===== src/rtl/lane_runner_pkg.sv =====
// Shared PS/2 constants, scan codes and decoder FSM states for the lane runner.
// Latency: n/a (constants and types only).
// Backpressure: n/a.
package lane_runner_pkg;

  localparam logic [7:0] PS2_EXT   = 8'hE0;
  localparam logic [7:0] PS2_BRK   = 8'hF0;
  localparam logic [7:0] PS2_PAUSE = 8'hE1;
  localparam int         PAUSE_LEN = 7;

  // Set-2 scan codes; the arrows need an E0 prefix.
  localparam logic [7:0] SC_LEFT  = 8'h6B;
  localparam logic [7:0] SC_RIGHT = 8'h74;
  localparam logic [7:0] SC_UP    = 8'h75;
  localparam logic [7:0] SC_DOWN  = 8'h72;
  localparam logic [7:0] SC_A     = 8'h1C;
  localparam logic [7:0] SC_D     = 8'h23;
  localparam logic [7:0] SC_SPACE = 8'h29;

  typedef enum logic [2:0] {
    ST_IDLE,
    ST_EXT,
    ST_BRK,
    ST_EXT_BRK,
    ST_SKIP
  } ps2_state_t;

  function automatic int max3(input int a, input int b, input int c);
    int m;
    m = (a > b) ? a : b;
    return (m > c) ? m : c;
  endfunction

endpackage


===== src/rtl/ps2_repeat_timer.sv =====
// Single-channel auto-repeat: tracks the last pressed key and ticks after DELAY, then every PERIOD.
// Latency: tick is combinational from registered count; the caller registers it (visible next cycle).
// Backpressure: none; load/cancel are one-cycle strobes that are always accepted.
module ps2_repeat_timer #(
  parameter int REPEAT_DELAY  = 25_000_000,
  parameter int REPEAT_PERIOD = 5_000_000,
  parameter int CW            = 25,
  parameter int IW            = 2
) (
  input  logic          clk,
  input  logic          reset,
  input  logic          load,
  input  logic [IW-1:0] load_idx,
  input  logic          cancel,
  input  logic [IW-1:0] cancel_idx,
  output logic          tick,
  output logic [IW-1:0] tick_idx
);

  logic [CW-1:0] rpt_cnt;
  logic          rpt_en;
  logic [IW-1:0] target;
  logic          cancel_hit;

  // A break of the target on the tick cycle wins: the key is already up.
  assign cancel_hit = cancel && (cancel_idx == target);
  assign tick       = rpt_en && (rpt_cnt == CW'(1)) && !cancel_hit;
  assign tick_idx   = target;

  // Repeat channel: a new press retargets and restarts the delay, target break stops it.
  always_ff @(posedge clk) begin
    if (reset) begin
      rpt_cnt <= '0;
      rpt_en  <= 1'b0;
      target  <= '0;
    end else if (load) begin
      rpt_cnt <= CW'(REPEAT_DELAY);
      rpt_en  <= (REPEAT_DELAY != 0);
      target  <= load_idx;
    end else if (cancel_hit) begin
      rpt_en  <= 1'b0;
    end else if (rpt_en) begin
      if (rpt_cnt == CW'(1)) begin
        rpt_cnt <= CW'(REPEAT_PERIOD);
      end else begin
        rpt_cnt <= rpt_cnt - CW'(1);
      end
    end
  end

endmodule


===== src/rtl/ps2_keymap_decoder.sv =====
// PS/2 byte stream to per-key held/press/release/fire state, plus Pause detect and prefix timeout.
// Latency: a byte accepted on cycle N shows on the outputs on cycle N+1; all outputs registered.
// Backpressure: none; every ps2_valid byte is consumed.
module ps2_keymap_decoder
  import lane_runner_pkg::*;
#(
  parameter int                      NUM_KEYS      = 4,
  parameter logic [8*NUM_KEYS-1:0]   KEY_CODES     = {SC_D, SC_A, SC_RIGHT, SC_LEFT},
  parameter logic [NUM_KEYS-1:0]     KEY_EXT       = 4'b0011,
  parameter int                      REPEAT_DELAY  = 25_000_000,
  parameter int                      REPEAT_PERIOD = 5_000_000,
  parameter int                      TIMEOUT       = 1_000_000
) (
  input  logic                clk,
  input  logic                reset,
  input  logic [7:0]          ps2_data,
  input  logic                ps2_valid,
  output logic [NUM_KEYS-1:0] key_held,
  output logic [NUM_KEYS-1:0] key_press,
  output logic [NUM_KEYS-1:0] key_release,
  output logic [NUM_KEYS-1:0] key_fire,
  output logic                pause_press,
  output logic                unmapped
);

  localparam int CNT_MAX = max3(REPEAT_DELAY, REPEAT_PERIOD, TIMEOUT);
  localparam int CW      = $clog2(CNT_MAX + 1);
  localparam int IW      = (NUM_KEYS > 1) ? $clog2(NUM_KEYS) : 1;

  ps2_state_t          state;
  logic [2:0]          skip_cnt;
  logic [CW-1:0]       idle_cnt;

  logic                ev_make;
  logic                ev_brk;
  logic                ev_ext;
  logic [NUM_KEYS-1:0] match;
  logic [NUM_KEYS-1:0] press_vec;
  logic [NUM_KEYS-1:0] rel_vec;
  logic [NUM_KEYS-1:0] tick_vec;
  logic [IW-1:0]       load_idx;
  logic [IW-1:0]       cancel_idx;
  logic                tick;
  logic [IW-1:0]       tick_idx;

  // Classify the incoming byte as a complete make or break given the prefix state.
  always_comb begin
    ev_make = 1'b0;
    ev_brk  = 1'b0;
    ev_ext  = 1'b0;
    if (ps2_valid) begin
      case (state)
        ST_IDLE:    ev_make = !(ps2_data inside {PS2_EXT, PS2_BRK, PS2_PAUSE});
        ST_EXT: begin
          ev_make = !(ps2_data inside {PS2_EXT, PS2_BRK, PS2_PAUSE});
          ev_ext  = 1'b1;
        end
        ST_BRK:     ev_brk = 1'b1;
        ST_EXT_BRK: begin
          ev_brk = 1'b1;
          ev_ext = 1'b1;
        end
        default: ;
      endcase
    end
  end

  // Table lookup; duplicate entries all respond, highest index drives the repeat channel.
  always_comb begin
    match      = '0;
    load_idx   = '0;
    cancel_idx = '0;
    for (int i = 0; i < NUM_KEYS; i++) begin
      match[i] = (ps2_data == KEY_CODES[8*i +: 8]) && (ev_ext == KEY_EXT[i]);
    end
    press_vec = ev_make ? (match & ~key_held) : '0;
    rel_vec   = ev_brk  ? (match &  key_held) : '0;
    for (int i = 0; i < NUM_KEYS; i++) begin
      if (press_vec[i]) load_idx   = IW'(i);
      if (rel_vec[i])   cancel_idx = IW'(i);
    end
  end

  assign tick_vec = tick ? (NUM_KEYS'(1) << tick_idx) : '0;

  ps2_repeat_timer #(
    .REPEAT_DELAY (REPEAT_DELAY),
    .REPEAT_PERIOD(REPEAT_PERIOD),
    .CW           (CW),
    .IW           (IW)
  ) u_repeat (
    .clk       (clk),
    .reset     (reset),
    .load      (|press_vec),
    .load_idx  (load_idx),
    .cancel    (|rel_vec),
    .cancel_idx(cancel_idx),
    .tick      (tick),
    .tick_idx  (tick_idx)
  );

  // Prefix FSM: tracks E0/F0/E1 context and abandons a stalled prefix after TIMEOUT idle cycles.
  always_ff @(posedge clk) begin
    if (reset) begin
      state    <= ST_IDLE;
      skip_cnt <= '0;
      idle_cnt <= '0;
    end else if (ps2_valid) begin
      idle_cnt <= '0;
      case (state)
        ST_IDLE: begin
          if (ps2_data == PS2_EXT) begin
            state <= ST_EXT;
          end else if (ps2_data == PS2_BRK) begin
            state <= ST_BRK;
          end else if (ps2_data == PS2_PAUSE) begin
            state    <= ST_SKIP;
            skip_cnt <= 3'(PAUSE_LEN);
          end
        end
        ST_EXT: begin
          if (ps2_data == PS2_BRK) begin
            state <= ST_EXT_BRK;
          end else if (!(ps2_data inside {PS2_EXT, PS2_PAUSE})) begin
            state <= ST_IDLE;
          end
        end
        ST_SKIP: begin
          skip_cnt <= skip_cnt - 3'd1;
          if (skip_cnt == 3'd1) state <= ST_IDLE;
        end
        default: state <= ST_IDLE;
      endcase
    end else if (state != ST_IDLE) begin
      if (idle_cnt == CW'(TIMEOUT - 1)) begin
        state    <= ST_IDLE;
        idle_cnt <= '0;
      end else begin
        idle_cnt <= idle_cnt + CW'(1);
      end
    end
  end

  // Registered key state and one-cycle strobes.
  always_ff @(posedge clk) begin
    if (reset) begin
      key_held    <= '0;
      key_press   <= '0;
      key_release <= '0;
      key_fire    <= '0;
      pause_press <= 1'b0;
      unmapped    <= 1'b0;
    end else begin
      key_held    <= (key_held | press_vec) & ~rel_vec;
      key_press   <= press_vec;
      key_release <= rel_vec;
      key_fire    <= press_vec | tick_vec;
      pause_press <= ps2_valid && (state == ST_SKIP) && (skip_cnt == 3'd1);
      unmapped    <= (ev_make || ev_brk) && (match == '0);
    end
  end

endmodule

===== config.mk =====
export PLATFORM = sky130hd
export DESIGN_NAME = ps2_keymap_decoder
export DESIGN_NICKNAME = d
export VERILOG_FILES = /design/src/rtl/lane_runner_pkg.sv /design/src/rtl/ps2_repeat_timer.sv /design/src/rtl/ps2_keymap_decoder.sv
export SDC_FILE = /design/constraint.sdc
export NUM_CORES = 1
export LEC_CHECK = 0
export ABC_AREA = 1
export BUFFER_PORTS_ARGS = -buffer_cell sky130_fd_sc_hd__buf_2
export CORE_MARGIN = 2
export CORE_UTILIZATION = 30
export DETAILED_ROUTE_END_ITERATION = 6
export GPL_TIMING_DRIVEN = 0
export PLACE_DENSITY_LB_ADDON = 0.25
export SETUP_SLACK_MARGIN = 0.4
export SLEW_MARGIN = 15
export SYNTH_ARGS = -nofsm -noshare
export SYNTH_HDL_FRONTEND = slang
export SYNTH_SLANG_ARGS = --single-unit

===== constraint.sdc =====
create_clock -name clk -period 1.6 [get_ports clk]
set_input_delay 0.32 -clock clk [delete_from_list [all_inputs] [get_ports clk]]
set_output_delay 0.32 -clock clk [all_outputs]
set_load 0.01 [all_outputs]

# --- After elaboration in Yosys (flattened, before gate mapping) ---
# Index checks and enable logic that the tools add are counted.
# Widths: inputs -> output; s select.
classes:
  add_sub_neg: 3
  eq_ne: 22
  shifts: 1
  muxes: 36
  n_bitwise: 9
  n_reduce_logical: 34
ops:
  columns: ["cell", "n"]
  rows:
  - ["$mux 25", 5]
  - ["$mux 3", 12]
  - ["$add 25x1->25 const B", 1]
  - ["$eq 25x1->1 const B", 1]
  - ["$eq 25x20->1 const B", 1]
  - ["$sub 25x1->25 const B", 1]
  - ["$eq 8x8->1 const B", 3]
  - ["$eq 8x7->1 const B", 2]
  - ["$and 4x4->4", 3]
  - ["$mux 4", 3]
  - ["$reduce_bool 2->1", 6]
  - ["$logic_and 1x1->1", 10]
  - ["$mux 1", 10]
  - ["$reduce_and 5->1", 2]
  - ["$pmux 3 s3", 1]
  - ["$eq 8x5->1 const B", 1]
  - ["$eq 8x6->1 const B", 1]
  - ["$mux 2", 4]
  - ["$not 4->4", 2]
  - ["$or 4x4->4", 2]
  - ["$reduce_or 2->1", 4]
  - ["$reduce_or 4->1", 2]
  - ["$eq 3x1->1 const B", 2]
  - ["$eq 3x2->1 const B", 2]
  - ["18 further kinds", 24]
totals:
  ff_bits: 77
  inputBits: 11
  output_inout_bits: 18

# --- Logic depth before layout (Yosys ltp) ---
logic_depth:
  ltp_word: 17
  ltp_mapped: 14
  depth_no_buf: 14

# --- Modules after synthesis ---
# A second synthesis with hierarchy kept.
unflattened:
  cells_unflattened: 662
  area_unflattened_um2: 4315.4
by_module_without_submodules:
  columns: ["module", "n_inst", "cells_each", "area_per_inst_um2", "seq_area_each_um2"]
  rows:
  - ["ps2_keymap_decoder", 1, 381, 2502.4, 980.9]
  - ["ps2_repeat_timer", 1, 281, 1813.0, 560.5]

# --- Least setup slack after synthesis ---
# Ideal clock, no wire load.
synth_path:
  kind: "register to register"
  from: "register u_repeat.rpt_cnt[0]"
  to: "register u_repeat.rpt_cnt[14]"
  setup_time_ps: 118
  arrival_time_ps: 1564
  required_ps: 1482
  setup_slack_ps: -82
  path_stages_with_launch: 11
  n_path_buf: 0
  synth_period_minus_slack_ps: 1682
  path_cell_list: "dfxtp_1 > inv_1 > ha_1 > nand2_1 > nor2_2 > inv_1 > nor2_1 > nand2_1 > xor2_1 > nor3_1 > nor2_1"
synth_between:
  elab_chain_len: 5
  word_cells_on_any_way: 6
  classes_between: "1 x add/sub; 1 x eq/ne; 4 x mux"
synth_lines:
  columns: ["item", "line_no", "rtl"]
  rows:
  - ["start: declaration", "ps2_repeat_timer.sv:20", "logic [CW-1:0] rpt_cnt;"]
  - ["start signal: assignment", "ps2_repeat_timer.sv:37", "rpt_cnt <= CW'(REPEAT_DELAY);"]
  - ["start signal: assignment", "ps2_repeat_timer.sv:44", "rpt_cnt <= CW'(REPEAT_PERIOD);"]
  - ["start signal: assignment", "ps2_repeat_timer.sv:46", "rpt_cnt <= rpt_cnt - CW'(1);"]
  - ["$sub 25x1->25 or $eq 25x1->1 (tied branches)", "ps2_repeat_timer.sv:46, ps2_repeat_timer.sv:43", null]
  - ["$mux 25 *", "ps2_repeat_timer.sv:43", "if (rpt_cnt == CW'(1)) begin"]
  - ["$mux 25 *", "ps2_repeat_timer.sv:42", "end else if (rpt_en) begin"]
  - ["$mux 25 *", "ps2_repeat_timer.sv:40", "end else if (cancel_hit) begin"]
  - ["$mux 25 *", "ps2_repeat_timer.sv:36", "end else if (load) begin"]
# Every way passes the cells marked *; elsewhere a longest branch is shown, timed or not. The select of a mux whose other input is x is not followed.
# A chain may end at the register's enable or synchronous reset.

# --- Worst setup path after layout ---
layout_path:
  from: "register state[2]"
  to: "register u_repeat.rpt_cnt[6]"
layout_between:
  elab_chain_len: 14
  word_cells_on_any_way: 33
  classes_between: "5 x eq/ne; 12 x mux; 3 x bitwise; 13 x reduce/logical"
layout_lines:
  columns: ["item", "line_no", "rtl"]
  rows:
  - ["start: declaration", "ps2_keymap_decoder.sv:30", "ps2_state_t state;"]
  - ["start signal: assignment", "ps2_keymap_decoder.sv:105", "state <= ST_IDLE;"]
  - ["start signal: assignment", "ps2_keymap_decoder.sv:113", "state <= ST_EXT;"]
  - ["start signal: assignment", "ps2_keymap_decoder.sv:115", "state <= ST_BRK;"]
  - ["$eq 3x1->1 or $eq 3x2->1 (tied branches)", "ps2_keymap_decoder.sv:52", "case (state)"]
  - ["$reduce_or 2->1 (no source line)", null, null]
  - ["$mux 1", "ps2_keymap_decoder.sv:52", null]
  - ["$mux 1", "ps2_keymap_decoder.sv:51", "if (ps2_valid) begin"]
  - ["$logic_and 1x1->1 or $not 1->1 (tied branches)", "ps2_keymap_decoder.sv:74", "match[i] = (ps2_data == KEY_CODES[8*i +: 8]) && (ev_ext == KEY_EXT[i]);"]
  - ["$and 4x4->4 or $logic_and 1x1->1 (tied branches)", "ps2_keymap_decoder.sv:77, ps2_keymap_decoder.sv:74", null]
  - ["$mux 4 or $and 4x4->4 (tied branches)", "ps2_keymap_decoder.sv:77", "rel_vec = ev_brk ? (match & key_held) : '0;"]
  - ["$mux 1 or $mux 4 (tied branches)", "ps2_keymap_decoder.sv:80, ps2_keymap_decoder.sv:77", null]
  - ["$mux 2 (2 in series)", "ps2_keymap_decoder.sv:80", "if (rel_vec[i]) cancel_idx = IW'(i);"]
  - ["$eq 2x2->1", "ps2_repeat_timer.sv:26", "assign cancel_hit = cancel && (cancel_idx == target);"]
  - ["$logic_and 1x1->1", "ps2_repeat_timer.sv:26", null]
  - ["$ne 2x1->1 (no source line)", null, null]
  - ["$reduce_and 2->1 (no source line)", null, null]
# Several ways; a longest one is shown, not always the timed one.

==> flow_summary.yaml <==
placed_design:
  dp_hpwl_mm: 8.66
  dp_cells: 936
  place_area_um2: 5080
  port_buffers: 27
  finalWeightedCongestion: 0.858
  preCtsSetupSlack_ns: -0.387
global_route:
  grt_usage_pct: 15.9
  antenna_found_initial: 0
  grt_pass1_wl_mm: 20.8
  grt_overflow: 0
  grt_max_degree: 16
  grt_pass1_vias: 4245
cells_and_area:
  antenna_cells: 0
  fill_cells: 1468
  syn_to_final_growth_pct: 44.8
  drive_gt1_share_pct: 37.9
  nNetsFinal: 832
  stdcell_count: 1005
  final_cell_area_um2: 6580
floorplan:
  die_area_um2: 16100
  io_pins: 29
  die_w_um: 127
  die_h_um: 127
  initial_core_util_pct: 31.0
  rows: 44
  core_area_um2: 14600
sta:
  final_max_slew_viol_count: 0
  max_freq_mhz: 580
  final-hold-violation-count: 0
  relSlewSlack_pct: 64.7
  fin_crit_ns: 1.72
  skew_ns: 0.00874
  grt_setup_unrepaired: "yes"
  setup_tns_ns: -2.57
  fin_ws_ns: -0.124
  finalCritPeriodShare_pct: 108
  worst_pin_slew_ns: 0.529
  holdWs_ns: 0.373
  setup_viol: 34
synth:
  synth_ff_type: "dfxtp_1"
  async_reset_ff_share_pct: 0
  ys_ff_latch: 77
  netlist_instances: 725
  synth_cell_types: 37
  syn_nets: 741
  synth-edff-count: 0
  yosysWarnings: 0
  syn_avg_cell_area_um2: 6.27
  seq_area_frac_synth_pct: 33.9
  synth_area_um2: 4540
worst_setup_path:
  critical_path_class: "reg -> reg"
  path_buf_inv: 2
  start_kind: "flip-flop"
  cp.required_ns: 1.85
  worst_ep_arrival_time_ns: 1.97
  r2r_slack_ns: -0.12
  worstPathCellList: "inv_4 > nand3_4 > nor2_4 > nand3_4 > nand2_1 > nand2_1 > nand2_2 > nand2_4 > nand2_8 > buf_6 > nand3_2 > nand2_2 > nor2_2"
  crit_fanout: 7
  cp_slowest_cell: "dfxtp_2"
  critPathMaxStageDelay_ns: 0.33
  endpoint_kind: "flip-flop"
  path_delay_family: "simple AND/OR/NAND/NOR gates"
flow_run:
  drv_cap: 0
clock_network:
  clkLatencyLatePin_ns: 0.35
  clock_path_buffers: 2
  cts_htree_levels: 3
  cts.reportedPaths.clkPinSlew_ns: 0.07
  root_buffer: "clkbuf_16"
  cts_tree: "done"
  cts_sinks: 77
  postCtsHoldBufs: 0
  numCtsBuffers: 9
power_and_ir_drop:
  power.density_nw_per_um2: 721
  ir_worst_vdd_v: 0.000523
  p_leak_nw: 2.95
route:
  dr.pass1.iters: 5
  vias_per_cell: 4.74
  dr_total_vias: 4762
  dr.first_iter.drc_count: 270
  remaining_drc_errors: 0
  wl_per_cell_um: 13.1
  wl_mm: 13.2
  antenna_left: 0
outcome:
  violations: "setup timing"
  status: "complete, but fails checks"
hold_path:
  min_path_type: "in -> reg"
==> report_power, final <==
group          internal (mW)  total (mW)  switching, mW
Combinational          0.335       0.782          0.447
Sequential              1.94        1.97         0.0302
Clock                   1.07        1.99          0.921
Total                   3.34        4.74           1.40
==> cell usage in the layout (no fill, tap or decap), types with 19 or more instances in the layout <==
master,netlist,routed
nand2_1,184,144
nor2_1,137,105
inv_1,88,71
dfxtp_1,77,57
nand3_1,56,44
buf_4,2,34
nand2_2,3,28
buf_2,2,28
nand4_1,24,24
nor2_4,2,23
a21oi_2,2,21
buf_6,3,21
a21oi_1,39,19
==> routing by layer <==
layer	global-route usage [%]	wire length [µm]
met2	25.6	6160
met5	0	0
met4	6.21	246
met1	21.7	6440
met3	2.30	330
==> state kept, by name, summed over array words and instances, names as in the netlist <==
register / cells
u_repeat.tick_idx: 2
key_fire: 4
key_held: 4
skip_cnt: 3
key_press: 4
state: 3
idle_cnt: 25
u_repeat.rpt_en: 1
u_repeat.rpt_cnt: 25
key_release: 4
pause_press: 1
unmapped: 1
==> cells by family after synthesis <==
group / count (synthesis) / synth area share [%]
and+or+nand+nor: 453 / 43.9
buffers and inverters: 111 / 9.89
adders and majority gates: 5 / 1.38
AOI/OAI and AO/OA: 60 / 7.22
DFF: 77 / 33.9
xor gates and xnor gates: 19 / 3.66
==> cell usage after synthesis, types with 3 or more instances <==
master | instances | area, µm²
nand2_1 | 184 | 691
nor2_1 | 137 | 514
inv_1 | 88 | 330
dfxtp_1 | 77 | 1540
nand3_1 | 56 | 280
a21oi_1 | 39 | 195
nand4_1 | 24 | 150
nor3_1 | 23 | 115
xor2_1 | 16 | 140
clkbuf_1 | 9 | 33.8
o21ai_0 | 8 | 40.0
inv_2 | 7 | 26.3
nor2_2 | 7 | 43.8
ha_1 | 5 | 62.6
nand3_2 | 4 | 40.0
buf_6 | 3 | 33.8
nand2_2 | 3 | 18.8
nor3b_1 | 3 | 22.5
o21ai_1 | 3 | 15.0
xnor2_1 | 3 | 26.3
==> path summary, 6_finish.rpt <==
check	from	to	cells after the start
worst max-delay path	state[2]	u_repeat.rpt_cnt[6]	13
worst min-delay path	ps2_valid	unmapped	3
worst max register to register	state[2]	u_repeat.rpt_cnt[6]	13
worst min register to register	skip_cnt[2]	skip_cnt[2]	2
==> cell type report <==
class                   count  area (µm²)  share of cell area, %
clock buffers               9         225                   3.42
multi-input cells         537        3320                   50.4
inverters                  95         374                   5.69
repair buffers             80         632                   9.61
clock inverters             7        57.6                  0.875
well taps                 184         230                   3.50
plain buffers              16         154                   2.34
flip-flops and latches     77        1590                   24.1
==> tightest hold or removal path: cells and delay by family <==
kind	cells	cell delay (ns)
and+or+nand+nor	1	0.14
AOI/OAI and AO/OA	1	0.07
buffers and inverters	1	0.16
==> what timing repair did <==
item	4_1_cts	5_1_grt
pin swaps	30	36
cloned	1	2
setup buffers	33	17
endpoints found under the setup margin	70	74
gates resized for setup	111	120
==> through the flow <==
| step | power [mW] | util, % |
|---|---|---|
| 2_1_floorplan | 2.35 | - |
| 3_3_place_gp | 2.47 | 34.7 |
| 3_5_place_dp | 2.47 | 34.7 |
| 4_1_cts | 4.60 | 41.0 |
| 5_1_grt | 4.94 | 44.9 |
| 6_report | 4.74 | 44.9 |
No activity file was read; power rests on OpenSTA's default activity.
